`src/rtl/sp_ram_rd_pkg.sv`:
```
// Shared types and constants for the single-port RAM burst reader.
// Optional stride support is selected by SP_RD_STRIDE_EN in the top.
package sp_ram_rd_pkg;

  typedef enum logic [1:0] {
    IDLE  = 2'd0,
    RUN   = 2'd1,
    DRAIN = 2'd2
  } rd_state_e;

  localparam int FIFO_DEPTH = 2;
  localparam int FIFO_CNT_W = $clog2(FIFO_DEPTH + 1);

endpackage

```
`src/rtl/sp_rd_skid_fifo.sv`:
```
// Two-entry register FIFO that absorbs RAM read data while the consumer stalls.
// Push and pop in the same cycle are legal, including when the FIFO is full.
module sp_rd_skid_fifo
  import sp_ram_rd_pkg::*;
#(
  parameter int DATA_WIDTH = 8
) (
  input  logic                  clk,
  input  logic                  rst_n,
  input  logic                  push_i,
  input  logic [DATA_WIDTH-1:0] push_data_i,
  input  logic                  pop_i,
  output logic [FIFO_CNT_W-1:0] count_o,
  output logic                  valid_o,
  output logic [DATA_WIDTH-1:0] data_o
);

  logic [DATA_WIDTH-1:0] head_q, head_d;
  logic [DATA_WIDTH-1:0] tail_q, tail_d;
  logic [FIFO_CNT_W-1:0] count_q, count_d;
  logic                  pop_ok, push_ok;

  always_comb begin
    head_d  = head_q;
    tail_d  = tail_q;
    count_d = count_q;
    pop_ok  = pop_i && (count_q != '0);
    push_ok = push_i && (pop_ok || (count_q != FIFO_CNT_W'(FIFO_DEPTH)));
    case ({push_ok, pop_ok})
      2'b10: begin
        if (count_q == '0) head_d = push_data_i;
        else               tail_d = push_data_i;
        count_d = count_q + FIFO_CNT_W'(1);
      end
      2'b01: begin
        head_d  = tail_q;
        count_d = count_q - FIFO_CNT_W'(1);
      end
      2'b11: begin
        // occupancy is unchanged; only the entries shift
        if (count_q == FIFO_CNT_W'(1)) begin
          head_d = push_data_i;
        end else begin
          head_d = tail_q;
          tail_d = push_data_i;
        end
      end
      default: ;
    endcase
  end

  always_ff @(posedge clk or negedge rst_n) begin
    if (!rst_n) begin
      head_q  <= '0;
      tail_q  <= '0;
      count_q <= '0;
    end else begin
      head_q  <= head_d;
      tail_q  <= tail_d;
      count_q <= count_d;
    end
  end

  assign count_o = count_q;
  assign valid_o = (count_q != '0);
  assign data_o  = head_q;

endmodule

```
`src/rtl/sp_ram_burst_reader.sv`:
```
// Burst read master for a single-port RAM: streams words out on valid/ready.
// Define SP_RD_STRIDE_EN to add cmd_stride (address step); otherwise step is 1.
//
// state | meaning
// IDLE  | waiting for a command, cmd_ready high
// RUN   | issuing RAM reads while FIFO space allows
// DRAIN | all reads issued, waiting for the last word to be accepted
module sp_ram_burst_reader
  import sp_ram_rd_pkg::*;
#(
  parameter int DATA_WIDTH = 8,
  parameter int ADDR_WIDTH = 6,
  parameter int LEN_WIDTH  = ADDR_WIDTH + 1
) (
  input  logic                  clk,
  input  logic                  rst_n,
  input  logic                  cmd_valid,
  output logic                  cmd_ready,
  input  logic [ADDR_WIDTH-1:0] cmd_addr,
  input  logic [LEN_WIDTH-1:0]  cmd_len,
`ifdef SP_RD_STRIDE_EN
  input  logic [ADDR_WIDTH-1:0] cmd_stride,
`endif
  output logic [ADDR_WIDTH-1:0] ram_addr,
  output logic                  ram_re,
  input  logic [DATA_WIDTH-1:0] ram_q,
  output logic                  out_valid,
  input  logic                  out_ready,
  output logic [DATA_WIDTH-1:0] out_data,
  output logic                  busy,
  output logic                  done
);

  rd_state_e             state_q, state_d;
  logic [ADDR_WIDTH-1:0] addr_q, addr_d;
  logic [ADDR_WIDTH-1:0] ram_addr_q, ram_addr_d;
  logic [LEN_WIDTH-1:0]  issue_cnt_q, issue_cnt_d;
  logic [LEN_WIDTH-1:0]  recv_cnt_q, recv_cnt_d;
  logic                  ram_re_q, ram_re_d;
  logic                  done_q, done_d;
  logic [ADDR_WIDTH-1:0] stride;
  logic [FIFO_CNT_W-1:0] fifo_count;
  logic                  fifo_valid;
  logic                  pop;
  logic [FIFO_CNT_W:0]   occ_next;
  logic                  can_issue;

`ifdef SP_RD_STRIDE_EN
  logic [ADDR_WIDTH-1:0] stride_q;

  always_ff @(posedge clk or negedge rst_n) begin
    if (!rst_n)                                    stride_q <= '0;
    else if (cmd_valid && (state_q == IDLE))       stride_q <= cmd_stride;
  end

  assign stride = stride_q;
`else
  assign stride = ADDR_WIDTH'(1);
`endif

  assign pop = fifo_valid && out_ready;

  // FIFO fill once the read now on the RAM pins lands and this cycle's pop is taken;
  // a new read may only be issued if it will still find a free slot.
  assign occ_next  = (FIFO_CNT_W+1)'(fifo_count) + (FIFO_CNT_W+1)'(ram_re_q)
                   - (FIFO_CNT_W+1)'(pop);
  assign can_issue = (occ_next < (FIFO_CNT_W+1)'(FIFO_DEPTH));

  always_comb begin
    state_d     = state_q;
    addr_d      = addr_q;
    ram_addr_d  = ram_addr_q;
    ram_re_d    = 1'b0;
    issue_cnt_d = issue_cnt_q;
    recv_cnt_d  = recv_cnt_q;
    done_d      = 1'b0;
    if (pop) recv_cnt_d = recv_cnt_q - LEN_WIDTH'(1);
    unique case (state_q)
      IDLE: begin
        if (cmd_valid) begin
          if (cmd_len == '0) begin
            done_d = 1'b1;
          end else begin
            addr_d      = cmd_addr;
            issue_cnt_d = cmd_len;
            recv_cnt_d  = cmd_len;
            state_d     = RUN;
          end
        end
      end
      RUN: begin
        if ((issue_cnt_q != '0) && can_issue) begin
          ram_re_d    = 1'b1;
          ram_addr_d  = addr_q;
          addr_d      = addr_q + stride;
          issue_cnt_d = issue_cnt_q - LEN_WIDTH'(1);
          if (issue_cnt_q == LEN_WIDTH'(1)) state_d = DRAIN;
        end
      end
      DRAIN: begin
        if (pop && (recv_cnt_q == LEN_WIDTH'(1))) begin
          done_d  = 1'b1;
          state_d = IDLE;
        end
      end
      default: state_d = IDLE;
    endcase
  end

  always_ff @(posedge clk or negedge rst_n) begin
    if (!rst_n) begin
      state_q     <= IDLE;
      addr_q      <= '0;
      ram_addr_q  <= '0;
      ram_re_q    <= 1'b0;
      issue_cnt_q <= '0;
      recv_cnt_q  <= '0;
      done_q      <= 1'b0;
    end else begin
      state_q     <= state_d;
      addr_q      <= addr_d;
      ram_addr_q  <= ram_addr_d;
      ram_re_q    <= ram_re_d;
      issue_cnt_q <= issue_cnt_d;
      recv_cnt_q  <= recv_cnt_d;
      done_q      <= done_d;
    end
  end

  sp_rd_skid_fifo #(
    .DATA_WIDTH (DATA_WIDTH)
  ) u_fifo (
    .clk         (clk),
    .rst_n       (rst_n),
    .push_i      (ram_re_q),
    .push_data_i (ram_q),
    .pop_i       (pop),
    .count_o     (fifo_count),
    .valid_o     (fifo_valid),
    .data_o      (out_data)
  );

  assign cmd_ready = (state_q == IDLE);
  assign busy      = (state_q != IDLE);
  assign done      = done_q;
  assign ram_addr  = ram_addr_q;
  assign ram_re    = ram_re_q;
  assign out_valid = fifo_valid;

endmodule

```
`config.mk`:
```
export PLATFORM = sky130hd
export DESIGN_NAME = sp_ram_burst_reader
export DESIGN_NICKNAME = d
export VERILOG_FILES = /design/src/rtl/sp_ram_rd_pkg.sv /design/src/rtl/sp_rd_skid_fifo.sv /design/src/rtl/sp_ram_burst_reader.sv
export SDC_FILE = /design/constraint.sdc
export NUM_CORES = 1
export LEC_CHECK = 0
export CAP_MARGIN = 25
export CORE_ASPECT_RATIO = 1.5
export CORE_MARGIN = 2
export CORE_UTILIZATION = 50
export DETAILED_ROUTE_END_ITERATION = 6
export HOLD_SLACK_MARGIN = 0.1
export PLACE_DENSITY = 0.88
export SLEW_MARGIN = 20
export SYNTH_ARGS = -nofsm -noshare
export SYNTH_HDL_FRONTEND = slang
export SYNTH_HIERARCHICAL = 1
export SYNTH_SLANG_ARGS = --single-unit
```
`constraint.sdc`:
```
create_clock -name clk -period 4.25 [get_ports clk]
set_clock_uncertainty 0.2 [all_clocks]
set_input_delay 0.85 -clock clk [delete_from_list [all_inputs] [get_ports clk]]
set_output_delay 0.85 -clock clk [all_outputs]
set_load 0.03 [all_outputs]
```
==> out/results.txt, run 1 <==
The run finished with clean final reports. After layout, the worst path uses 79.4% of the clock period. Post-cts sizing count: 0. Global routing used 21.0% of the available tracks across all layers.

Number of ports placed on the die boundary: 44. The insertion delay to the later sink of the worst-skew pair was 0.31 ns. The sum of overflow across all layers after global routing is 0. For this run, asynchronously set or reset flops after synthesis account for 100%. The run gives 1.11 mW as the power dissipated by switching net loads. The tools report the data arrival time at the worst-slack endpoint as 3.37 ns.

For the sequential cell fraction of total power, the log shows 34.5%. The tightest min-delay check is of the reg2reg type. The most used flip-flop cell after synthesis is dfrtp_1.

The most critical setup path has its startpoint at u_fifo/count_o[1]. For the clock sink count, the log shows 48. The run gives 0 ns as the post-route setup TNS. The max-slew headroom at the worst pin was 49.1%; the maximum number of pins on one net before global-route repair was 27.

The library cell used most frequently in the layout, excluding fill and tap cells, is dfrtp_1. Across the run, the number of max-cap violations was 0. The logs give 0.00259 mm2 for the post-synthesis instance area and 0.306 ns for the final worst hold slack.

Power density over the cells: 801 mW/mm2. The leakage power came out at 1.29 nW. The post-layout utilization of the core is 62.1%.

In the layout the commonest cells are dfrtp_1 (48), clkdlybuf4s50_1 (42), o21ai_0 (35). The H-tree was split into 2 levels. Dividing the detail-routed wire length by the instance count gives 15.0 um.

The launch point of the worst reg-to-reg path is u_fifo/count_o[1]. Combinational cells account for 54.2% of the total power. The number of buffers added by the clock tree synthesis step was 5. Proportion of power drawn by the clock network: 11.3%. Input and output buffers added on the ports amount to 43. The maximum buffer depth of the clock tree is 2. After clock tree synthesis, the clock-pin slew on the worst setup and hold paths is 0.09 ns. The first TritonRoute pass finished after 4 iterations. The tools report the final number of max-transition violations as 0. The vertical extent of the die works out to 92.2 um. Each instance of the synthesized netlist takes up on average 9.89 um2.

After synthesis, the cell types taking the most area are dfrtp_1 (46%), o21ai_0 (6.8%), mux2_2 (6.1%). Setup violations remaining at the end of the flow were counted as 0. The tools report the count of synthesis-stage warnings from yosys as 6. Number of storage elements in the synthesis netlist: 48. The tools report the area of the core as 0.00508 mm2. The top cell type's share of synthesized area is 46.3%, and the share of final-layout standard cells stronger than drive strength 1 is 11.5%.

The endpoint class of the critical path was a flop. The worst supply voltage drop on vdd is 0.000470 V. TritonCTS built the clock tree. dfrtp_1 takes more of the synthesized area than any other cell. The detail route stage leaves a number of antenna-violating nets equal to 0. The first routing iteration left 111 violations. The critical path in this run is classified as reg2reg. After routing the design area is 0.00316 mm2. Routability-driven placement finished with a final weighted congestion of 0.785. For the pin with the worst max-slew slack, the measured transition is 0.762 ns.

Initial standard-cell utilization of the core: 51.0%. The total via count in the routed design is 2096, and the register area share after synthesis is 46.3%. For the worst setup path, the data required time is 4.25 ns.

Counting every instance in the synthesized netlist gives 262. In this run the clock root is driven by a clkbuf_8. The number of global-route vias before repair is 2090, and the number of flops mapped to enable cells by yosys is 0.

The number of nets in the synthesized netlist is 297, and the shortest period the worst path allows is 3.37 ns. Measured along the x axis, the die boundary spans 62.8 um. The net switching share of the total power came out at 43.8%.

The number of hold buffers added after CTS was 0. Summing all placed instances gives a cell area of 0.00306 mm2. The overall routed net length was 5.59 mm.

Using the TritonRoute via totals, the vias-per-cell ratio works out to 5.63. The initial antenna violation count was 0. The area added between synthesis and finish is 21.7%, and the internal cell power is 1.42 mW. For this run, design rule violations remaining after detail routing come to 0. The count of final hold-check violations is 0, and the die outline area is 0.00579 mm2.

Detailed placement finished with a half-perimeter wire length of 4.18 mm. The first global-routing pass estimated 9.56 mm of wire. The maximum net fanout on the critical path works out to 9.

Critical path launch point type: a flop. Buffers added to address setup during post-CTS repair amount to 0. After the last flow step, the layout net total stands at 338. Setup repair after global routing left no endpoint under its margin.

Based on the critical path, the design can be clocked at up to 296 MHz. Startpoint of the most critical hold path: ram_addr[5]. For the number of diodes added for antenna fixing, the log shows 0. The logs give 32 for the number of standard-cell rows in the floorplan and 45 for the count of distinct cell types in the synthesized netlist.
[metrics by stage]
stage / instances / total power, mW / worst slack [ns]
after floorplan: 262 / 1.88 / 1.01
after global placement: 363 / 2.17 / 0.684
after detailed placement: 364 / 2.24 / 0.585
after CTS: 372 / 2.54 / 0.862
after global routing: 372 / 2.72 / 0.566
final: 372 / 2.53 / 0.876
[critical path, cell delays in order (launching register included)]
cell and delay (ns):
dfrtp_1 0.48, inv_1 0.09, ha_1 0.22, inv_1 0.18, nand2_1 0.17, nor2_1 0.21, o21ai_0 0.15, fa_1 0.41
xnor2_1 0.23, nand3_1 0.17, o21ai_2 0.35, o21ai_0 0.14, a22o_1 0.25
[cell families (layout without fill, tap and decap cells)]
family          count (synthesis)  in the layout  synth area share [%]
simple gates                   86             86                  17.1
compound gates                 69             69                  16.3
flops                          48             48                  46.3
fa+ha+maj                      10             10                  5.12
xor+xnor                        8              8                  2.70
mux                            19             19                  8.01
buf+inv                        22             64                  4.39
[synthesized netlist by cell type, types with 2 or more instances]
cell      number
inv_1         11
nor3b_1        2
buf_6          2
o211ai_1       2
nor3_1        13
nor2_1        11
xnor2_1        5
or2_2          2
buf_4          2
nand3_1       15
ha_1           9
xor2_1         3
nand2_1       22
a31oi_1        9
o21ai_0       35
mux2i_1        5
buf_2          3
mux2_2        14
nor2b_1        3
dfrtp_1       48
o21ai_2        2
and2_1         2
nand2b_1       3
and3b_1        2
nor4_1         5
a21oi_1       12
clkbuf_1       2
[final cells by class]
cell class | count | area [um2]
clock buffers | 6 | 82.6
clock inverters | 2 | 15.0
fillers | 423 | 1930
inverters | 11 | 41.3
multi-input cells | 192 | 1280
flip-flops and latches | 48 | 1200
well taps | 68 | 85.1
repair buffers | 45 | 453
[path summary, 6_finish.rpt]
| path | depth (start not counted) | slack [ns] | end |
|---|---|---|---|
| max in group asynchronous | 2 | 2.99 | addr_q[5] |
| min in group asynchronous | 1 | 0.32 | done |
| hold reg to reg | 1 | 0.31 | ram_addr[5] |
| hold / removal | 1 | 0.31 | ram_addr[5] |
| setup reg to reg | 12 | 0.88 | issue_cnt_q[2] |
| setup / recovery | 12 | 0.88 | issue_cnt_q[2] |
[power groups by stage]
stage,Clock [mW],Sequential [mW],Combinational (mW)
floorplan,0,0.967,0.914
global placement,0,0.865,1.31
detailed placement,0,0.879,1.36
CTS,0.293,0.871,1.38
global route,0.310,0.903,1.51
finish,0.286,0.871,1.37
[flip-flops by register name, indices dropped and copies added (netlist names)]
| name | flops |
|---|---|
| u_fifo/data_o | 8 |
| u_fifo/tail_q | 8 |
| issue_cnt_q | 7 |
| recv_cnt_q | 7 |
| addr_q | 6 |
| ram_addr | 6 |
| state_q | 2 |
| u_fifo/count_o | 2 |
| done | 1 |
| ram_re | 1 |
[metal layers]
layer	track usage [%]	routed length, um	up-vias	part of all wire [%]
li1	-	-	1020	-
met4	7.04	87	0	1.6
met1	23.0	2180	1017	39
met3	3.56	180	9	3.2
met5	0	0	-	0
met2	40.1	3140	50	56
(Power assumes the default switching activity.)
==> run 2, diff against run 1 <==
Settings changed: CORE_UTILIZATION 50 to 48.
Clock period 4.25 ns to 3 ns, I/O delays scaled along.
==> out/results.txt, run 2 (synthesis results as in run 1) <==
The tools report the sum of overflow across all layers after global routing as 0 (unchanged). The endpoint class of the critical path is a flop (unchanged). Based on the critical path, the design can be clocked at up to 352 MHz. The run gives 9.65 mm (was 9.56 mm) as the wire length of the first global-routing pass. The flow ran to the end, and the final reports show no timing, DRC or antenna violations. The period utilization is 94.6%, and the required time of the critical path is 2.99 ns (was 4.25 ns). Setup repair after global routing left no endpoint under its margin. The run gives 0 (unchanged) as the initial antenna violation count.

Worst slack at placement: -0.205 ns (was 0.585 ns). The tools report the data arrival time at the worst-slack endpoint as 2.83 ns (was 3.37 ns). The top cell family by delay on the critical path was simple AND/OR/NAND/NOR gates (was compound AO/OA/AOI/OAI gates).

Detailed-route wire length per cell: 14.8 um (was 15.0 um). The tools report the maximum buffer depth of the clock tree as 2 (unchanged). The run gives 0.317 ns (was 0.306 ns) as the final worst hold slack. The violation count after the first detailed-routing iteration is 151 (was 111), and the area added between synthesis and finish is 25.8% (was 21.7%). Number of buffers added by the clock tree synthesis step: 5 (unchanged). The insertion delay to the later sink of the worst-skew pair was 0.31 ns (about the same); the power density over the cells was 1150 mW/mm2 (was 801 mW/mm2). The cell type of the slowest stage on the worst timing path is clkdlybuf4s50_1 (was dfrtp_1).

The tools report the final number of max-transition violations as 0 (unchanged). The logs give 4.29 mm (was 4.18 mm) for the post-DP HPWL and 27 (unchanged) for the maximum number of pins on one net before global-route repair. The run gives 3.75 mW (was 2.53 mW) as the sum of internal, switching and leakage power.

The most common cell after layout, fill and taps aside is dfrtp_1 (unchanged). For the sequential cell fraction of total power, the log shows 32.7% (was 34.5%). The run gives 56.6% (was 54.2%) as the part of the total power dissipated in combinational logic.

The vertical extent of the die works out to 94.0 um (was 92.2 um). The total area of sequential cells is 0.00120 mm2 (unchanged), and the net switching share of the total power is 42.8% (was 43.8%). The slew at the pin closest to its max-slew limit works out to 0.689 ns (was 0.762 ns). The worst hold-check path type is reg2reg (unchanged). Layout filler cell count: 406 (was 423).

For the net total in the final layout, the log shows 350 (was 338). The overall routed net length is 5.70 mm (was 5.59 mm). The tools report the root cell of the clock tree as clkbuf_8 (unchanged). The power dissipated by switching net loads is 1.61 mW (was 1.11 mW), and the number of buffers added for setup after CTS is 0 (unchanged).

The maximum net fanout on the critical path is 8 (was 9), and the number of global-route vias before repair is 2165 (was 2090). The smallest clock period supported by the final layout is computed as 2.84 ns. The logs give 384 (was 372) for the count of placed standard cells in the final layout, fillers left out and 48 (unchanged) for the clock sink count. Count of placed standard cells including taps: 375 (was 364). The final RePlAce weighted congestion came out at 0.838 (was 0.785).

Worst supply voltage drop on vdd: 0.000748 V (was 0.000470 V). Worst path cell trace: clkdlybuf4s50_1 -> nand2_2 -> nor2_2 -> o21ai_0 -> fa_2 -> xnor2_2 -> nand3_1 -> or2_2 -> mux2_2 (was inv_1 -> ha_1 -> inv_1 -> nand2_1 -> nor2_1 -> o21ai_0 -> fa_1 -> xnor2_1 -> nand3_1 -> o21ai_2 -> o21ai_0 -> a22o_1). The run gives 54.0% (was 49.1%) as the max-slew headroom at the worst pin. The total setup violations reported at the end of the flow was 0 (unchanged). Start-to-end type of the worst setup path: in2reg (was reg2reg).

The number of port buffers works out to 43 (unchanged). The tools report the number of nets still failing antenna checks after routing as 0 (unchanged). The delay contributed by the slowest stage of the critical path came out at 0.49 ns (was 0.48 ns).

Most used cells in the layout excluding fill and tap cells: dfrtp_1 (48), clkdlybuf4s50_1 (42), o21ai_0 (35) (unchanged). The number of search-and-repair iterations in the first detailed-routing pass is 4 (unchanged), and the die outline area is 0.00602 mm2 (was 0.00579 mm2). The internal cell power was 2.15 mW (was 1.42 mW). The width of the die was 64.0 um (was 62.8 um); the number of diodes added for antenna fixing was 0 (unchanged). For the count of final hold-check violations, the log shows 0 (unchanged).

The number of ports placed on the die boundary came out at 44 (unchanged). The share of final-layout standard cells stronger than drive strength 1 is 16.8% (was 11.5%). The tools report the proportion of power drawn by the clock network as 10.7% (was 11.3%). The total of max-cap violations was 0 (unchanged); the routed via count divided by cell count was 5.58 (was 5.63).

TritonCTS built the clock tree. The tools report the total via count in the routed design as 2142 (was 2096). The area of the core was 0.00516 mm2 (was 0.00508 mm2); the worst-case setup margin in the final layout was 0.161 ns (was 0.876 ns). The CTS clock-pin slew for the worst setup and hold paths came out at 0.09 ns (about the same).

The initial standard-cell utilization of the core was 50.2% (was 51.0%); the overall fraction of global-route tracks in use was 20.5% (was 21.0%). Combined area of the multi-input logic cells: 0.00131 mm2 (was 0.00128 mm2). Level count of the clock H-tree: 2 (unchanged).

The count of unresolved DRC violations after routing is 0 (unchanged). Leakage power: 1.35 nW (was 1.29 nW). Critical path launch point type: a primary input (was a flop). The number of standard-cell rows in the floorplan was 32 (unchanged); the count of buffer and inverter cells on the critical path was 1 (was 2).
run 2: what timing repair did:
action                                  CTS  global route
gates resized for setup                   0             5
endpoints found under the hold margin    28             0
hold buffers                              1             0
endpoints found under the setup margin    0            15
run 2: layer usage:
layer  vias to the layer above  GRT usage (%)  share of wire (%)
li1                       1040              -                  -
met1                      1035           22.5                 40
met2                        57           38.1                 54
met3                        10           3.84                3.8
met4                         0           8.33                2.1
met5                         -              0                  0
run 2: area by class of cell:
cell class,instances,area share (%)
multi-input cells,192,40.0
flip-flops and latches,48,36.8
repair buffers,57,16.3
well taps,68,2.61
clock buffers,6,2.53
inverters,11,1.34
clock inverters,2,0.307
run 2: per-stage QoR:
step           utilization [%]  setup TNS [ns]  instance area, um2
2_1_floorplan                -               0                2600
3_3_place_gp              60.7           -1.01                3140
3_5_place_dp              60.7           -2.69                3140
4_1_cts                   62.7               0                3240
5_1_grt                   63.1               0                3260
6_report                  63.1               0                3260
run 2: path summary, 6_finish.rpt:
check                                   from                 to  slack [ns]  cells past startpoint
hold / removal              u_fifo/tail_q[6]   u_fifo/tail_q[6]        0.32                      1
max in group asynchronous              rst_n  u_fifo/count_o[0]        1.71                      3
setup / recovery                   out_ready        ram_addr[0]        0.16                      9
hold reg to reg             u_fifo/tail_q[6]   u_fifo/tail_q[6]        0.32                      1
setup reg to reg           u_fifo/count_o[0]        ram_addr[0]        0.23                     11
min in group asynchronous              rst_n         state_q[0]        0.60                      3
run 2: power groups by stage:
stage          logic [mW]  clock network, mW  registers (mW)
3_3_place_gp         2.00                  0            1.22
6_report             2.13              0.401            1.23
2_1_floorplan        1.31                  0            1.37
3_5_place_dp         2.08                  0            1.24
5_1_grt              2.35              0.433            1.27
4_1_cts              2.10              0.407            1.23
==> run 3, diff against run 2 <==
Settings changed: SETUP_SLACK_MARGIN from default to 0.2.
==> out/results.txt, run 3 (synthesis results as in run 1) <==
Net total in the final layout: 352 (was 350). The required time of the critical path is 2.99 ns (about the same), and the number of buffers added by the clock tree synthesis step is 5 (unchanged). Setup repair after global routing could not meet its margin everywhere. The overall fraction of global-route tracks in use was 20.4% (was 20.5%). The maximum buffer depth of the clock tree is 2 (unchanged). The critical path launch point type is a primary input (unchanged). Sum of internal, switching and leakage power: 3.88 mW (was 3.75 mW). The worst-case setup margin in the final layout came out at 0.352 ns (was 0.161 ns). The cell type of the slowest stage on the worst timing path was fa_2 (was clkdlybuf4s50_1). The tools report the wire length of the first global-routing pass as 9.67 mm (was 9.65 mm). The period utilization came out at 88.3% (was 94.6%). The run gives -0.0892 ns (was -0.205 ns) as the worst slack at placement. Start-to-end type of the worst setup path: in2reg (unchanged).

The number of standard-cell rows in the floorplan came out at 32 (unchanged). The layout filler cell count came out at 405 (was 406). The run gives 1.37 nW (was 1.35 nW) as the leakage power. The count of final hold-check violations was 0 (unchanged). For the maximum operating frequency, the log shows 378 MHz (was 352 MHz). The number of cells on the worst reg-to-reg path was 12 (was 11); the number of diodes added for antenna fixing was 0 (unchanged).

The total via count in the routed design came out at 2157 (was 2142). The flow ran to the end, and the final reports show no timing, DRC or antenna violations. The power density over the cells was 1170 mW/mm2 (was 1150 mW/mm2); the shortest period the worst path allows was 2.65 ns (was 2.84 ns). Setup slack on the worst flop-to-flop path: 0.38 ns (was 0.23 ns).

The hold-critical path depth came out at 1 (unchanged). The CTS clock-pin slew for the worst setup and hold paths was 0.09 ns (about the same); the combined area of the multi-input logic cells was 0.00132 mm2 (was 0.00131 mm2). The post-layout utilization of the core is 64.1% (was 63.1%), and the vertical extent of the die is 94.0 um (unchanged). The insertion delay to the later sink of the worst-skew pair is 0.30 ns (was 0.31 ns), and the count of unresolved DRC violations after routing is 0 (unchanged).

The slew at the pin closest to its max-slew limit came out at 0.716 ns (was 0.689 ns). The endpoint class of the critical path was a flop (unchanged). The final RePlAce weighted congestion was 0.781 (was 0.838); the total of max-cap violations was 0 (unchanged). For the post-DP HPWL, the log shows 4.24 mm (was 4.29 mm). The level count of the clock H-tree came out at 2 (unchanged).

The root cell of the clock tree was clkbuf_8 (unchanged). The width of the die was 64.0 um (unchanged). The number of global-route vias before repair was 2115 (was 2165).

Maximum net fanout on the critical path: 3 (was 8). Worst path cell trace: clkdlybuf4s50_1 -> nand2_2 -> nor2_4 -> o21ai_1 -> fa_2 -> nand3_2 -> buf_4 -> o21ai_2 -> o21ai_0 -> a22o_1 (was clkdlybuf4s50_1 -> nand2_2 -> nor2_2 -> o21ai_0 -> fa_2 -> xnor2_2 -> nand3_1 -> or2_2 -> mux2_2). The total setup violations reported at the end of the flow is 0 (unchanged), and the area added between synthesis and finish is 27.8% (was 25.8%). The share of final-layout standard cells stronger than drive strength 1 came out at 18.6% (was 16.8%). The run gives 48 (unchanged) as the clock sink count.

The initial antenna violation count was 0 (unchanged). The number of search-and-repair iterations in the first detailed-routing pass is 4 (unchanged). The area of the core is 0.00516 mm2 (unchanged), and the delay contributed by the slowest stage of the critical path is 0.56 ns (was 0.49 ns).

The total area of sequential cells was 0.00120 mm2 (about the same). The worst hold-check path type was reg2reg (unchanged). The run gives 208 (was 151) as the violation count after the first detailed-routing iteration.

TritonCTS built the clock tree. The tools report the worst supply voltage drop on vdd as 0.000769 V (was 0.000748 V). The run gives 5.69 mm (was 5.70 mm) as the overall routed net length.

The routed via count divided by cell count was 5.59 (was 5.58). The max-slew headroom at the worst pin came out at 52.2% (was 54.0%). The detailed-route wire length per cell works out to 14.7 um (was 14.8 um). The most common cell after layout, fill and taps aside was dfrtp_1 (unchanged). The maximum number of pins on one net before global-route repair is 24 (was 27), and the number of nets still failing antenna checks after routing is 0 (unchanged).

The logs give 0 (unchanged) for the final number of max-transition violations and 0.00602 mm2 (unchanged) for the die outline area. The number of ports placed on the die boundary was 44 (unchanged). Most used cells in the layout excluding fill and tap cells: dfrtp_1 (46), clkdlybuf4s50_1 (42), o21ai_0 (33) (was dfrtp_1 (48), clkdlybuf4s50_1 (42), o21ai_0 (35)).

The number of port buffers is 43 (unchanged). The tools report the sum of overflow across all layers after global routing as 0 (unchanged). The data arrival time at the worst-slack endpoint was 2.64 ns (was 2.83 ns); the initial standard-cell utilization of the core was 50.2% (unchanged).
[run 3: repair_timing]
item,CTS,global route
endpoints found under the hold margin,18,0
setup endpoints to repair,6,18
gates cloned,0,0
pin swaps,0,0
hold buffers,1,0
setup buffers,0,3
resized for setup,1,5
[run 3: cell type report]
cell class | instances | area share [%]
flip-flops and latches | 48 | 36.3
inverters | 11 | 1.40
clock inverters | 3 | 1.28
multi-input cells | 192 | 39.8
repair buffers | 59 | 16.5
well taps | 68 | 2.57
clock buffers | 5 | 2.08
[run 3: worst max-delay path: cells and delay by family]
family | cells | cell delay [ns]
AOI/OAI and AO/OA | 4 | 0.54
adders and majority gates | 1 | 0.56
buffers and inverters | 2 | 0.65
and+or+nand+nor | 3 | 0.29
[run 3: report_power, final]
group / switching, mW / leakage (nW) / total (mW) / internal [mW]
logic: 1.16 / 0.743 / 2.18 / 1.02
clock network: 0.214 / 0.0541 / 0.461 / 0.247
registers: 0.260 / 0.572 / 1.23 / 0.974
[run 3: worst paths after layout]
path,start,to
setup / recovery,out_ready,issue_cnt_q[2]
hold / removal,u_fifo/tail_q[3],u_fifo/tail_q[3]
setup reg to reg,u_fifo/count_o[1],issue_cnt_q[2]
hold reg to reg,u_fifo/tail_q[3],u_fifo/tail_q[3]
max in group asynchronous,rst_n,ram_addr[0]
min in group asynchronous,rst_n,u_fifo/tail_q[0]
[run 3: metal layers]
metal,wire length [um],GRT usage [%]
met1,2270,23.6
met2,3100,37.6
met3,225,3.00
met4,88,7.43
met5,0,0
[run 3: through the flow]
step           instances  hold slack [ns]  TNS [ns]  instance area [um2]
3_5_place_dp         374            0.293    -0.622                 3150
2_1_floorplan        262            0.104         0                 2620
6_report             386            0.316         0                 3310
4_1_cts              383            0.314         0                 3280
5_1_grt              386            0.338         0                 3310
3_3_place_gp         374            0.286    -0.286                 3150
